$ cat config.mk
export PLATFORM = sky130hd
export DESIGN_NAME = mem_port_arbiter_flat
export DESIGN_NICKNAME = d
export VERILOG_FILES = /design/src/rtl/mem_port_arbiter_if.sv /design/src/rtl/mem_port_arbiter.sv /design/src/flat_wrapper.sv
export SDC_FILE = /design/constraint.sdc
export NUM_CORES = 1
export LEC_CHECK = 0
export ABC_CLOCK_PERIOD_IN_PS = 7050
export CORE_MARGIN = 2
export CORE_UTILIZATION = 52
export CTS_CLUSTER_DIAMETER = 100
export DETAILED_ROUTE_END_ITERATION = 8
export GPL_TIMING_DRIVEN = 0
export PLACE_DENSITY = 0.83
export SKIP_LAST_GASP = 1
export SLEW_MARGIN = 25
export SYNTH_ARGS = -nofsm -noshare
export SYNTH_HDL_FRONTEND = slang
export SYNTH_SLANG_ARGS = --single-unit
$ cat constraint.sdc
create_clock -name clk -period 7.05 [get_ports clk]
set_input_delay 1.0575 -clock clk [delete_from_list [all_inputs] [get_ports clk]]
set_output_delay 1.0575 -clock clk [all_outputs]
set_load 0.01 [all_outputs]
$ cat src/rtl/mem_port_arbiter_if.sv
// Slot request ports and 8-bit beat port of the shared memory bus arbiter.
// slave = arbiter side, master = execute stage / bus unit side.
interface mem_port_arbiter_if;
  logic        rq_0;
  logic        rq_1;
  logic        cmd_0;
  logic        cmd_1;
  logic        width_0;
  logic        width_1;
  logic [15:0] addr_0;
  logic [15:0] addr_1;
  logic [15:0] wdata_0;
  logic [15:0] wdata_1;
  logic        stall_0;
  logic        stall_1;
  logic        done_0;
  logic        done_1;
  logic [15:0] rdata;
  logic        busy;
  logic        bus_req;
  logic        bus_we;
  logic [15:0] bus_addr;
  logic [7:0]  bus_wdata;
  logic [7:0]  bus_rdata;
  logic        bus_ack;

  modport slave (
    input  rq_0, rq_1, cmd_0, cmd_1, width_0, width_1,
    input  addr_0, addr_1, wdata_0, wdata_1,
    input  bus_rdata, bus_ack,
    output stall_0, stall_1, done_0, done_1, rdata, busy,
    output bus_req, bus_we, bus_addr, bus_wdata
  );

  modport master (
    output rq_0, rq_1, cmd_0, cmd_1, width_0, width_1,
    output addr_0, addr_1, wdata_0, wdata_1,
    output bus_rdata, bus_ack,
    input  stall_0, stall_1, done_0, done_1, rdata, busy,
    input  bus_req, bus_we, bus_addr, bus_wdata
  );
endinterface

$ cat src/rtl/mem_port_arbiter.sv
// Round-robin arbiter sharing the 8-bit memory bus between two issue slots;
// words are split into two little-endian byte beats.
module mem_port_arbiter (
  input logic               clk,
  input logic               a_rst,
  mem_port_arbiter_if.slave mp
);
  typedef enum logic [1:0] {IDLE, LO, HI, DONE} state_t;

  state_t      state;
  state_t      state_d;
  logic        owner;
  logic        last;
  logic        after_done;
  logic        cmd_q;
  logic        width_q;
  logic [15:0] addr_q;
  logic [15:0] wdata_q;
  logic [7:0]  lo_q;
  logic        req_q;
  logic        we_q;
  logic [15:0] baddr_q;
  logic [7:0]  bwdata_q;
  logic [15:0] rdata_q;
  logic        busy_q;
  logic        done0_q;
  logic        done1_q;

  logic        elig_0;
  logic        elig_1;
  logic        grant;
  logic        gslot;
  logic        sel_cmd;
  logic        sel_width;
  logic [15:0] sel_addr;
  logic [15:0] sel_wdata;

  // the slot served last is ignored for one IDLE cycle after its DONE
  assign elig_0 = mp.rq_0 & ~(after_done & ~owner);
  assign elig_1 = mp.rq_1 & ~(after_done & owner);
  assign grant  = elig_0 | elig_1;

  always_comb begin
    gslot = 1'b0;
    if (elig_0 && elig_1) gslot = ~last;
    else if (elig_1)      gslot = 1'b1;
  end

  assign sel_cmd   = gslot ? mp.cmd_1   : mp.cmd_0;
  assign sel_width = gslot ? mp.width_1 : mp.width_0;
  assign sel_addr  = gslot ? mp.addr_1  : mp.addr_0;
  assign sel_wdata = gslot ? mp.wdata_1 : mp.wdata_0;

  always_comb begin
    state_d = state;
    unique case (state)
      IDLE: if (grant) state_d = LO;
      LO:   if (mp.bus_ack) state_d = width_q ? HI : DONE;
      HI:   if (mp.bus_ack) state_d = DONE;
      DONE: state_d = IDLE;
      default: state_d = IDLE;
    endcase
  end

  always_ff @(posedge clk or posedge a_rst) begin
    if (a_rst) state <= IDLE;
    else       state <= state_d;
  end

  // bus outputs are flops so they only move on clock edges or reset
  always_ff @(posedge clk or posedge a_rst) begin
    if (a_rst) begin
      owner      <= 1'b0;
      last       <= 1'b1;
      after_done <= 1'b0;
      cmd_q      <= 1'b0;
      width_q    <= 1'b0;
      addr_q     <= 16'h0000;
      wdata_q    <= 16'h0000;
      lo_q       <= 8'h00;
      req_q      <= 1'b0;
      we_q       <= 1'b0;
      baddr_q    <= 16'h0000;
      bwdata_q   <= 8'h00;
      rdata_q    <= 16'h0000;
      busy_q     <= 1'b0;
      done0_q    <= 1'b0;
      done1_q    <= 1'b0;
    end else begin
      after_done <= (state == DONE);
      busy_q     <= (state_d != IDLE);
      done0_q    <= (state_d == DONE) & ~owner;
      done1_q    <= (state_d == DONE) & owner;
      unique case (state)
        IDLE: if (grant) begin
          owner    <= gslot;
          last     <= gslot;
          cmd_q    <= sel_cmd;
          width_q  <= sel_width;
          addr_q   <= sel_addr;
          wdata_q  <= sel_wdata;
          req_q    <= 1'b1;
          we_q     <= sel_cmd;
          baddr_q  <= sel_addr;
          bwdata_q <= sel_wdata[7:0];
        end
        LO: if (mp.bus_ack) begin
          lo_q <= mp.bus_rdata;
          if (width_q) begin
            baddr_q  <= addr_q + 16'd1;
            bwdata_q <= wdata_q[15:8];
          end else begin
            req_q <= 1'b0;
            if (!cmd_q) rdata_q <= {8'h00, mp.bus_rdata};
          end
        end
        HI: if (mp.bus_ack) begin
          req_q <= 1'b0;
          if (!cmd_q) rdata_q <= {mp.bus_rdata, lo_q};
        end
        default: ;
      endcase
    end
  end

  assign mp.stall_0   = mp.rq_0 & ~done0_q;
  assign mp.stall_1   = mp.rq_1 & ~done1_q;
  assign mp.done_0    = done0_q;
  assign mp.done_1    = done1_q;
  assign mp.rdata     = rdata_q;
  assign mp.busy      = busy_q;
  assign mp.bus_req   = req_q;
  assign mp.bus_we    = we_q;
  assign mp.bus_addr  = baddr_q;
  assign mp.bus_wdata = bwdata_q;
endmodule

$ cat src/flat_wrapper.sv
// flat-port wrapper written by rule: the top's interface ports become plain ports
module mem_port_arbiter_flat 
  (clk, a_rst, mp_rq_0, mp_rq_1, mp_cmd_0, mp_cmd_1, mp_width_0, mp_width_1, mp_addr_0, mp_addr_1, mp_wdata_0, mp_wdata_1, mp_bus_rdata, mp_bus_ack, mp_stall_0, mp_stall_1, mp_done_0, mp_done_1, mp_rdata, mp_busy, mp_bus_req, mp_bus_we, mp_bus_addr, mp_bus_wdata);
  mem_port_arbiter_if mp_i ();
  input logic clk;
  input logic a_rst;
  input wire logic [$bits(mp_i.rq_0)-1:0] mp_rq_0;
  input wire logic [$bits(mp_i.rq_1)-1:0] mp_rq_1;
  input wire logic [$bits(mp_i.cmd_0)-1:0] mp_cmd_0;
  input wire logic [$bits(mp_i.cmd_1)-1:0] mp_cmd_1;
  input wire logic [$bits(mp_i.width_0)-1:0] mp_width_0;
  input wire logic [$bits(mp_i.width_1)-1:0] mp_width_1;
  input wire logic [$bits(mp_i.addr_0)-1:0] mp_addr_0;
  input wire logic [$bits(mp_i.addr_1)-1:0] mp_addr_1;
  input wire logic [$bits(mp_i.wdata_0)-1:0] mp_wdata_0;
  input wire logic [$bits(mp_i.wdata_1)-1:0] mp_wdata_1;
  input wire logic [$bits(mp_i.bus_rdata)-1:0] mp_bus_rdata;
  input wire logic [$bits(mp_i.bus_ack)-1:0] mp_bus_ack;
  output wire logic [$bits(mp_i.stall_0)-1:0] mp_stall_0;
  output wire logic [$bits(mp_i.stall_1)-1:0] mp_stall_1;
  output wire logic [$bits(mp_i.done_0)-1:0] mp_done_0;
  output wire logic [$bits(mp_i.done_1)-1:0] mp_done_1;
  output wire logic [$bits(mp_i.rdata)-1:0] mp_rdata;
  output wire logic [$bits(mp_i.busy)-1:0] mp_busy;
  output wire logic [$bits(mp_i.bus_req)-1:0] mp_bus_req;
  output wire logic [$bits(mp_i.bus_we)-1:0] mp_bus_we;
  output wire logic [$bits(mp_i.bus_addr)-1:0] mp_bus_addr;
  output wire logic [$bits(mp_i.bus_wdata)-1:0] mp_bus_wdata;
  assign mp_i.rq_0 = mp_rq_0;
  assign mp_i.rq_1 = mp_rq_1;
  assign mp_i.cmd_0 = mp_cmd_0;
  assign mp_i.cmd_1 = mp_cmd_1;
  assign mp_i.width_0 = mp_width_0;
  assign mp_i.width_1 = mp_width_1;
  assign mp_i.addr_0 = mp_addr_0;
  assign mp_i.addr_1 = mp_addr_1;
  assign mp_i.wdata_0 = mp_wdata_0;
  assign mp_i.wdata_1 = mp_wdata_1;
  assign mp_i.bus_rdata = mp_bus_rdata;
  assign mp_i.bus_ack = mp_bus_ack;
  assign mp_stall_0 = mp_i.stall_0;
  assign mp_stall_1 = mp_i.stall_1;
  assign mp_done_0 = mp_i.done_0;
  assign mp_done_1 = mp_i.done_1;
  assign mp_rdata = mp_i.rdata;
  assign mp_busy = mp_i.busy;
  assign mp_bus_req = mp_i.bus_req;
  assign mp_bus_we = mp_i.bus_we;
  assign mp_bus_addr = mp_i.bus_addr;
  assign mp_bus_wdata = mp_i.bus_wdata;
  mem_port_arbiter u_core (.clk(clk), .a_rst(a_rst), .mp(mp_i));
endmodule
==> results of run 1 <==
[synthesized netlist by cell type (4+ instances only)]
cell | number | area [um2]
dfrtp_1 | 82 | 2050
and2_1 | 4 | 25.0
nor4_1 | 6 | 37.5
nor3_1 | 14 | 70.1
ha_1 | 8 | 100
and3_1 | 22 | 138
nor2_1 | 30 | 113
o21ai_0 | 6 | 30.0
o41ai_1 | 5 | 43.8
a21oi_1 | 21 | 105
nor2b_1 | 15 | 93.8
nand3_1 | 26 | 130
nand4_1 | 4 | 25.0
mux2_2 | 24 | 270
a31oi_1 | 19 | 119
a211oi_1 | 18 | 135
nand2_1 | 56 | 210
clkbuf_1 | 30 | 113
mux2i_1 | 15 | 150
inv_1 | 19 | 71.3
nand2b_1 | 4 | 25.0
o31ai_1 | 20 | 150
[state kept, by name, indices dropped and copies added (netlist names), 2 cells and up]
name	cells
u_core.addr_q	16
u_core.mp.bus_wdata	8
u_core.lo_q	8
u_core.mp.rdata	16
u_core.wdata_q	8
u_core.mp.bus_addr	16
u_core.state	2
[logic make-up (layout without fill, tap and decap cells)]
| kind of cell | count (synthesis) | count (layout) | share of synthesized area (%) |
|---|---|---|---|
| compound gates | 107 | 107 | 16.9 |
| simple gates | 189 | 189 | 20.6 |
| xor+xnor | 2 | 2 | 0.387 |
| flops | 83 | 83 | 46.0 |
| fa+ha+maj | 8 | 8 | 2.21 |
| mux | 39 | 39 | 9.30 |
| buf+inv | 54 | 196 | 4.73 |
[power by group]
group	switching, mW	leakage (nW)	internal [mW]
Combinational	0.772	1.49	0.656
Clock	0.176	0.122	0.253
Sequential	0.174	0.994	0.709
Total	1.12	2.60	1.62
[layer usage]
layer  vias to the layer above  global-route usage, %  share of wire (%)
li1                       2017                      -                  -
met1                      2152                   42.6                 43
met2                       236                   46.0                 46
met3                        32                   4.53                8.6
met4                         0                   11.0                2.4
met5                         -                      0                  0
[worst max-delay path by stage]
stage,startpoint,endpoint,cells past startpoint
2_1_floorplan,a_rst,u_core.addr_q[0],1
3_3_place_gp,a_rst,u_core.mp.bus_addr[13],2
3_5_place_dp,mp_rq_1,u_core.mp.bus_addr[9],7
4_1_cts,mp_rq_0,mp_stall_0,3
5_1_grt,mp_rq_1,u_core.mp.bus_addr[9],7
6_report,mp_rq_1,u_core.mp.bus_addr[9],7
[worst max-delay path, delay by kind of cell]
family                 cells  cell delay (ns)
AO/OA/AOI/OAI              2             1.05
buffers and inverters      3             1.23
AND/OR/NAND/NOR            2             0.34
[cell type report]
type | instances | share of cell area, %
Multi-Input combinational cell | 345 | 36.0
Sequential cell | 83 | 33.5
Timing Repair Buffer | 127 | 20.8
Clock buffer | 11 | 2.44
Buffer | 35 | 2.30
Tap cell | 108 | 2.18
Clock inverter | 4 | 1.57
Inverter | 19 | 1.19
==> impl_metrics.py, run 1 <==
metrics = {
    "routing": {
        "wirelength_um": 14000,
        "firstDrtPassIters": 5,
        "dr_total_vias": 4437,
        "wire_per_inst_um": 19.2,
        "drtIter0Drc": 310,
        "drtAntennaViolNets": 0,
        "drc": 0,
        "via_per_inst": 6.06,
    },
    "setup_path": {
        "cp_slowest_cell": "a21boi_1",
        "arrival_ns": 3.69,
        "crit_required_ns": 7.30,
        "end_kind": "flop",
        "slowest_delay_ns": 0.74,
        "cp_max_fo": 10,
        "r2r_cells": 7,
        "rrSetupSlack_ns": 4.15,
        "criticalPathCategory": "input port to flop",
        "cp-start-kind": "input port",
        "reg2reg_to": "u_core.mp.rdata[1]",
        "rr_startpoint": "u_core.state[0]",
        "crit_chain": "clkdlybuf4s50_1 -> a21boi_1 -> and2_1 -> buf_2 -> clkbuf_1 -> nor3_1 -> o41ai_2",
    },
    "power": {
        "power_density_mw_per_mm2": 442,
        "power_leakage_nw": 2.60,
        "total_power_mw": 2.74,
        "irDropWorstVdd_uv": 223,
    },
    "clock_tree": {
        "cts_tree": "yes",
        "clock_sinks": 83,
        "insertion_delay_ns": 0.35,
        "cts-root-buf": "clkbuf_8",
        "path_clk_slew_ns": 0.09,
        "cts_setup_buffers": 0,
        "hold_buffers": 0,
        "htreeDepth": 3,
        "clock_path_buffers": 2,
        "cts_resized": 0,
        "numCtsBuffers": 9,
    },
    "timing": {
        "rsz0062_at_grt": "no",
        "min_period_ns": 3.44,
        "slew-limit-headroom_pct": 42.4,
        "clock_skew_ns": 0.0102,
        "hold_viol_final": 0,
        "slew_viol_final": 0,
        "fin_setup_tns_ns": 0,
        "finalCritPeriodShare_pct": 48.8,
        "worst_slew_pin_slew_ns": 0.863,
        "setup_viol": 0,
        "hold_slack_ns": 0.498,
        "fmax_ghz": 0.291,
        "setup_ws_ns": 3.61,
    },
    "worst_hold_path": {
        "worstHoldPathType": "flop to flop",
        "hold_end": "u_core.last",
        "hold_path.startpoint": "u_core.last",
        "hold_path_depth": 2,
    },
    "placement": {
        "place_ws_ns": 3.34,
        "port_buffers": 126,
        "place_area_mm2": 0.00595,
        "dp.cells": 717,
        "gp_congestion": 0.922,
        "dp_hpwl_um": 10100,
    },
    "yosys": {
        "synth_cell_type_count": 47,
        "synth_cells": 482,
        "synth_ff_type": "dfrtp_1",
        "seq_area_frac_synth_pct": 46.0,
        "synthArstFlopShare_pct": 100,
        "ys_ff_latch": 83,
        "avgSynthCellArea_um2": 9.38,
        "synth_area_mm2": 0.00452,
        "yosysWarningCount": 0,
        "synth_edf_count": 0,
        "synth_nets": 571,
    },
    "layout": {
        "antenna_cells": 0,
        "finish.utilization_pct": 72.1,
        "final_net_count": 709,
        "fillers": 665,
        "area_delta_synth_final_pct": 37.1,
        "fin_cells": 732,
        "final_cell_mix": "clkdlybuf4s50_1, dfrtp_1, nand2_1",
        "postLayoutCellArea_mm2": 0.00620,
        "final_layout_size_suffix_gt1_share_pct": 8.01,
        "layout_commonest_cell": "clkdlybuf4s50_1",
        "seq_area_mm2": 0.00208,
        "multi_input_area_mm2": 0.00223,
    },
    "floorplanning": {
        "ios": 128,
        "initial_utilization_pct": 52.6,
        "fp.coreArea_mm2": 0.00859,
        "die_x_um": 97.3,
        "rows": 34,
        "die_area_mm2": 0.00946,
        "fp.dieH_um": 97.3,
    },
    "status": {
        "status": "finished, final reports clean",
    },
    "global_route": {
        "grt_usage_pct": 29.7,
        "grt_pass1_vias": 4372,
        "grt_pass1_wl_um": 22500,
        "antenna_found_initial": 0,
        "grt.overflow.total": 0,
        "grt_max_degree": 46,
    },
    "flow_run": {
        "max_cap_violations": 0,
    },
}
Power figures use the tool's default switching activity.
==> run 2, diff against run 1 <==
--- a/config.mk
+++ b/config.mk
@@ -5,13 +5,13 @@
 export SDC_FILE = /design/constraint.sdc
 export NUM_CORES = 1
 export LEC_CHECK = 0
-export ABC_CLOCK_PERIOD_IN_PS = 7050
+export ABC_CLOCK_PERIOD_IN_PS = 3000
 export CORE_MARGIN = 2
-export CORE_UTILIZATION = 52
+export CORE_UTILIZATION = 44
 export CTS_CLUSTER_DIAMETER = 100
 export DETAILED_ROUTE_END_ITERATION = 8
 export GPL_TIMING_DRIVEN = 0
-export PLACE_DENSITY = 0.83
+export PLACE_DENSITY = 0.75
 export SKIP_LAST_GASP = 1
 export SLEW_MARGIN = 25
 export SYNTH_ARGS = -nofsm -noshare
==> constraint.sdc (replaced) <==
create_clock -name clk -period 3 [get_ports clk]
set_input_delay 0.45 -clock clk [delete_from_list [all_inputs] [get_ports clk]]
set_output_delay 0.45 -clock clk [all_outputs]
set_load 0.01 [all_outputs]
==> run 2 against run 1 <==
  * Highest routed layer unchanged
  * Critical path depth unchanged
  * Via count down 2.9%
  * Clock power up 120%
  * Total power up 130%
  * Largest power group unchanged
  * Die area up 17%
  * Register-to-register slack worse by 3.8 ns
  * Critical path type is now flop to flop
==> impl_metrics.py, run 2 (synthesis gave the netlist of run 1 again) <==
metrics = {
    "setup_path": {
        "crit_required_ns": 3.24,
        "slowest_delay_ns": 0.48,
        "end_kind": "flop",
        "cp_max_fo": 10,
        "cp_top_family": "buffers and inverters",
        "cp-start-kind": "flop",
        "path_buf_inv": 3,
        "criticalPathCategory": "flop to flop",
        "cp_slowest_cell": "a31oi_2",
        "arrival_ns": 2.91,
        "crit_chain": "inv_1 -> ha_1 -> clkbuf_1 -> mux2i_1 -> a31oi_2 -> buf_2 -> mux2_2",
    },
    "placement": {
        "place_ws_ns": -0.201,
        "dp_hpwl_um": 9970,
        "dp.cells": 745,
        "gp_congestion": 0.891,
        "port_buffers": 126,
    },
    "global_route": {
        "grt_pass1_vias": 4405,
        "antenna_found_initial": 0,
        "grt.overflow.total": 0,
        "grt_pass1_wl_um": 22600,
        "grt_usage_pct": 25.4,
        "grt_max_degree": 43,
    },
    "routing": {
        "via_per_inst": 5.66,
        "firstDrtPassIters": 5,
        "drtAntennaViolNets": 0,
        "drc": 0,
        "wirelength_um": 13900,
        "drtIter0Drc": 336,
        "dr_total_vias": 4308,
        "wire_per_inst_um": 18.3,
    },
    "timing": {
        "setup_ws_ns": 0.329,
        "clock_skew_ns": 0.0125,
        "finalCritPeriodShare_pct": 89.0,
        "worst_slew_pin_slew_ns": 0.666,
        "min_period_ns": 2.67,
        "slew_viol_final": 0,
        "rsz0062_at_grt": "no",
        "slew-limit-headroom_pct": 55.5,
        "hold_viol_final": 0,
        "setup_viol": 0,
        "fmax_ghz": 0.374,
    },
    "layout": {
        "area_delta_synth_final_pct": 37.4,
        "seq_area_mm2": 0.00208,
        "antenna_cells": 0,
        "layout_commonest_cell": "clkdlybuf4s50_1",
        "fin_cells": 761,
        "final_net_count": 709,
        "fillers": 866,
        "final_layout_size_suffix_gt1_share_pct": 8.32,
        "final_cell_mix": "clkdlybuf4s50_1, dfrtp_1, nand2_1",
        "multi_input_area_mm2": 0.00224,
    },
    "floorplanning": {
        "ios": 128,
        "fp.coreArea_mm2": 0.0101,
        "die_x_um": 105,
        "die_area_mm2": 0.0111,
        "fp.dieH_um": 105,
        "rows": 37,
        "initial_utilization_pct": 44.6,
    },
    "worst_hold_path": {
        "worstHoldPathType": "input port to asynchronous set/reset pin",
    },
    "power": {
        "power_density_mw_per_mm2": 1020,
        "pwr-share-seq_pct": 32.7,
        "p_sw_share_pct": 41.5,
        "clkPwrFrac_pct": 14.6,
        "combPwrFrac_pct": 52.7,
        "power_leakage_nw": 2.59,
        "irDropWorstVdd_uv": 420,
        "power_switching_mw": 2.62,
        "p_int_mw": 3.71,
    },
    "clock_tree": {
        "path_clk_slew_ns": 0.09,
        "numCtsBuffers": 9,
        "cts-root-buf": "clkbuf_8",
        "cts_tree": "yes",
        "clock_sinks": 83,
        "htreeDepth": 3,
        "clock_path_buffers": 2,
        "hold_buffers": 0,
        "insertion_delay_ns": 0.35,
    },
    "flow_run": {
        "max_cap_violations": 0,
    },
    "status": {
        "status": "finished, final reports clean",
    },
}
-- run 2: cell types whose count changed in the layout (fill, tap and decap cells not counted), sizes merged --
cell	change
bufinv	-1
clkinv	+3
clkinvlp	-1
-- run 2: final cells by class --
cell class                 count  area share [%]
tap                          136            2.74
buffer                        35            2.30
sequential                    83            33.4
inverter                      19            1.19
multi-input combinational    345            36.0
clock buffer                  11            2.28
timing repair buffer         127            20.6
clock inverter                 5            1.39
-- run 2: final timing paths --
| path | from | slack (ns) | end | cells past startpoint |
|---|---|---|---|---|
| worst max-delay path | u_core.state[1] | 0.33 | u_core.mp.rdata[1] | 7 |
| worst min-delay path | a_rst | 0.49 | u_core.mp.rdata[8] | 2 |
| worst max register to register | u_core.state[1] | 0.33 | u_core.mp.rdata[1] | 7 |
| worst min register to register | u_core.last | 0.50 | u_core.last | 2 |
| max in group asynchronous | a_rst | 1.82 | u_core.last | 3 |
| min in group clk | u_core.last | 0.50 | u_core.last | 2 |
-- run 2: through the flow --
step / util (%) / cell area (um2) / hold slack, ns / power (mW) / TNS (ns)
after floorplan: - / 4520 / 0.463 / 4.05 / 0
after global placement: 58.7 / 5950 / 0.473 / 5.26 / -75.13
after detailed placement: 58.9 / 5980 / 0.481 / 5.38 / -0.791
after CTS: 61.2 / 6200 / 0.495 / 6.31 / 0
after global routing: 61.3 / 6210 / 0.509 / 6.76 / 0
final: 61.3 / 6210 / 0.491 / 6.33 / 0
-- run 2: what timing repair did --
action	4_1_cts	5_1_grt
setup endpoints to repair	0	4
buffers inserted	0	0
hold endpoints to repair	0	0
resized for setup	0	2
-- run 2: worst register-to-register path, stage by stage (launching register included) --
cell	delay, ns
dfrtp_1	0.45
inv_1	0.15
ha_1	0.20
clkbuf_1	0.37
mux2i_1	0.15
a31oi_2	0.48
buf_2	0.39
mux2_2	0.38
-- run 2: metal layers --
metal  vias to the layer above  global-route usage [%]  wire [um]
met5                         -                       0          0
met4                         0                    8.67        301
met3                        24                    3.22        847
met2                       182                    40.9       6510
met1                      2080                    35.3       6290
li1                       2022                       -          -
-- run 2: power groups by stage --
stage | Clock (mW) | Combinational (mW) | Sequential [mW]
after CTS | 0.933 | 3.33 | 2.05
final | 0.924 | 3.34 | 2.07
after global routing | 0.978 | 3.66 | 2.12
after floorplan | 0 | 1.94 | 2.11
after global placement | 0 | 3.22 | 2.05
after detailed placement | 0 | 3.30 | 2.07
==> edit: new RTL, config.mk and constraints of run 2 <==
Encoding of `state_t`: now one-hot (4 bits for 4 states).
--- a/src/rtl/mem_port_arbiter.sv
+++ b/src/rtl/mem_port_arbiter.sv
@@ -6,5 +6,5 @@
   mem_port_arbiter_if.slave mp
 );
-  typedef enum logic [1:0] {IDLE, LO, HI, DONE} state_t;
+  typedef enum logic [3:0] {IDLE = 4'b0001, LO = 4'b0010, HI = 4'b0100, DONE = 4'b1000} state_t;
 
   state_t      state;
Check against the original RTL: no difference found for any inputs over 4 cycles, from zero or initial values and one cycle with a_rst high; so few cycles prove little.
==> edit against run 2 <==
  * Sequential power shrank 2%
  * Final area is 0.48% lower
  * Largest cell class unchanged
  * Combinational power shrank 25%
  * Die area down 1.1%
  * Core utilization is 1.7 points higher
  * Setup slack better by 0.42 ns
  * Critical endpoint is now u_core.mp.bus_addr[10]
  * Fmax rose by 19%
  * Critical path depth is 1 lower
  * Area after synthesis shrank 1.2%
  * Power fell by 12%
  * Synthesized cell count fell by 8.5%
  * Sequential cell count grew 2
  * Wire length down 6.8%
==> edit: results <==
group,metric,value,unit
clock_network,clk_latency,0.37,ns
grt,track_usage,24.0,%
placement,port_buffers,127,
timing,relSlewSlack,61.2,%
grt,grt.met3_usage,4.43,%
timing,fin_tns_setup,0,ns
setup_path,r2r-end,"u_core.mp.bus_addr[10]",
logic_synthesis,async_flop_share,100,%
grt,grt_max_degree,44,
power_and_ir_drop,ir_drop,0.000395,V
placement,globalplace.congestion,0.899,
setup_path,r2r_slack,0.92,ns
grt,grt_use_met2,39.7,%
setup_path,rr_startpoint,"u_core.owner",
timing,hold_ws,0.479,ns
drt,drt_iter0_markers,297,
logic_synthesis,ys_seq_area_share,47.6,%
grt,grt_pass1_vias,4110,
finish,drive_gt1_share,13.2,%
logic_synthesis,synth.distinct_cells,53,
finish,stdcell_count,718,
logic_synthesis,synthTopCellsByArea,"dfrtp_1, mux2i_1, nand2_1, o21ai_0, o2bb2ai_1",
setup_path,r2r_cells,5,
drt,dr.pass1.iters,5,
logic_synthesis,syn_nets,523,
setup_path,critPathTopFamily,"compound AO/OA/AOI/OAI gates",
placement,hpwl,9700,um
timing,fin_skew,0.0125,ns
drt,drt-vias-per-instance,5.69,
setup_path,critPathMaxFanout,10,
drt,wl_per_cell,18.1,um
run_status,status,"finished clean",
logic_synthesis,syn_inst,441,
placement,dpl_cell_area,5930,sq um
grt,grt_pass1_wl,21000,um
clock_network,clockBufferDepth,2,
logic_synthesis,synth_commonest_cells,"dfrtp_1, nand2_1, o21ai_0",
setup_path,worst_path_max_delay_cell,"clkdlybuf4s50_1",
setup_path,worstPathArrival,2.51,ns
clock_network,cts_buffers,9,
setup_path,slowest_delay,0.52,ns
placement,post-place-cells,702,
power_and_ir_drop,p_leak,2.55,nW
finish,layout.nets,662,
grt,use_met1,31.6,%
edit: cell types whose count changed after synthesis, moves of 14 or more:
cell and change:
o21ai_0 +30, nor2_1 -27, a31oi_1 -19, a211oi_1 -18
clkbuf_1 -18, nand3_1 -18, o2bb2ai_1 +18, mux2i_1 +16
o31ai_1 -16, mux2_2 -15, a31o_2 +14
edit: per-layer routing:
metal	wire length [um]	vias up	share of wire, %
li1	-	1909	-
met4	303	0	2.3
met1	5550	1968	43
met2	6240	181	48
met3	897	25	6.9
met5	0	-	0
edit: kinds of logic (layout without fill, tap and decap cells):
family | Yosys count | in the layout | share of synthesized area (%)
AOI/OAI and AO/OA | 143 | 143 | 22.2
adders and majority gates | 1 | 1 | 0.280
xor gates and xnor gates | 3 | 3 | 0.588
DFF | 85 | 85 | 47.6
muxes | 40 | 40 | 9.21
and+or+nand+nor | 130 | 130 | 15.4
buffers and inverters | 39 | 183 | 4.67
edit: metrics by stage:
stage	util, %	setup WS [ns]	total power [mW]
detailed placement	60.4	0.389	4.54
floorplan	-	0.360	3.47
finish	63.0	0.749	5.58
CTS	63.0	0.773	5.57
global placement	60.2	-0.935	4.45
global route	63.0	0.606	5.91
edit: worst max-delay path by stage:
stage / start / to / slack (ns)
6_report: mp_rq_1 / u_core.mp.bus_addr[10] / 0.75
4_1_cts: mp_rq_1 / u_core.mp.bus_addr[10] / 0.77
3_5_place_dp: mp_rq_1 / u_core.mp.bus_addr[10] / 0.39
2_1_floorplan: a_rst / u_core.addr_q[0] / 0.36
3_3_place_gp: a_rst / u_core.mp.bus_addr[2] / -0.93
5_1_grt: mp_rq_1 / u_core.mp.bus_addr[10] / 0.61
edit: cell type report:
type,count,area [sq um]
clock buffer,9,124
sequential,85,2130
buffer,32,183
fill,839,3640
timing repair buffer,128,1290
clock inverter,7,130
tap,133,166
inverter,7,28.8
multi-input combinational,317,2130
edit: report_power, final:
group          switching [mW]  total, mW  internal, mW  leakage, nW
Sequential              0.392       2.03          1.64         1.07
Clock                   0.468       1.04         0.569        0.128
Combinational            1.28       2.51          1.23         1.36
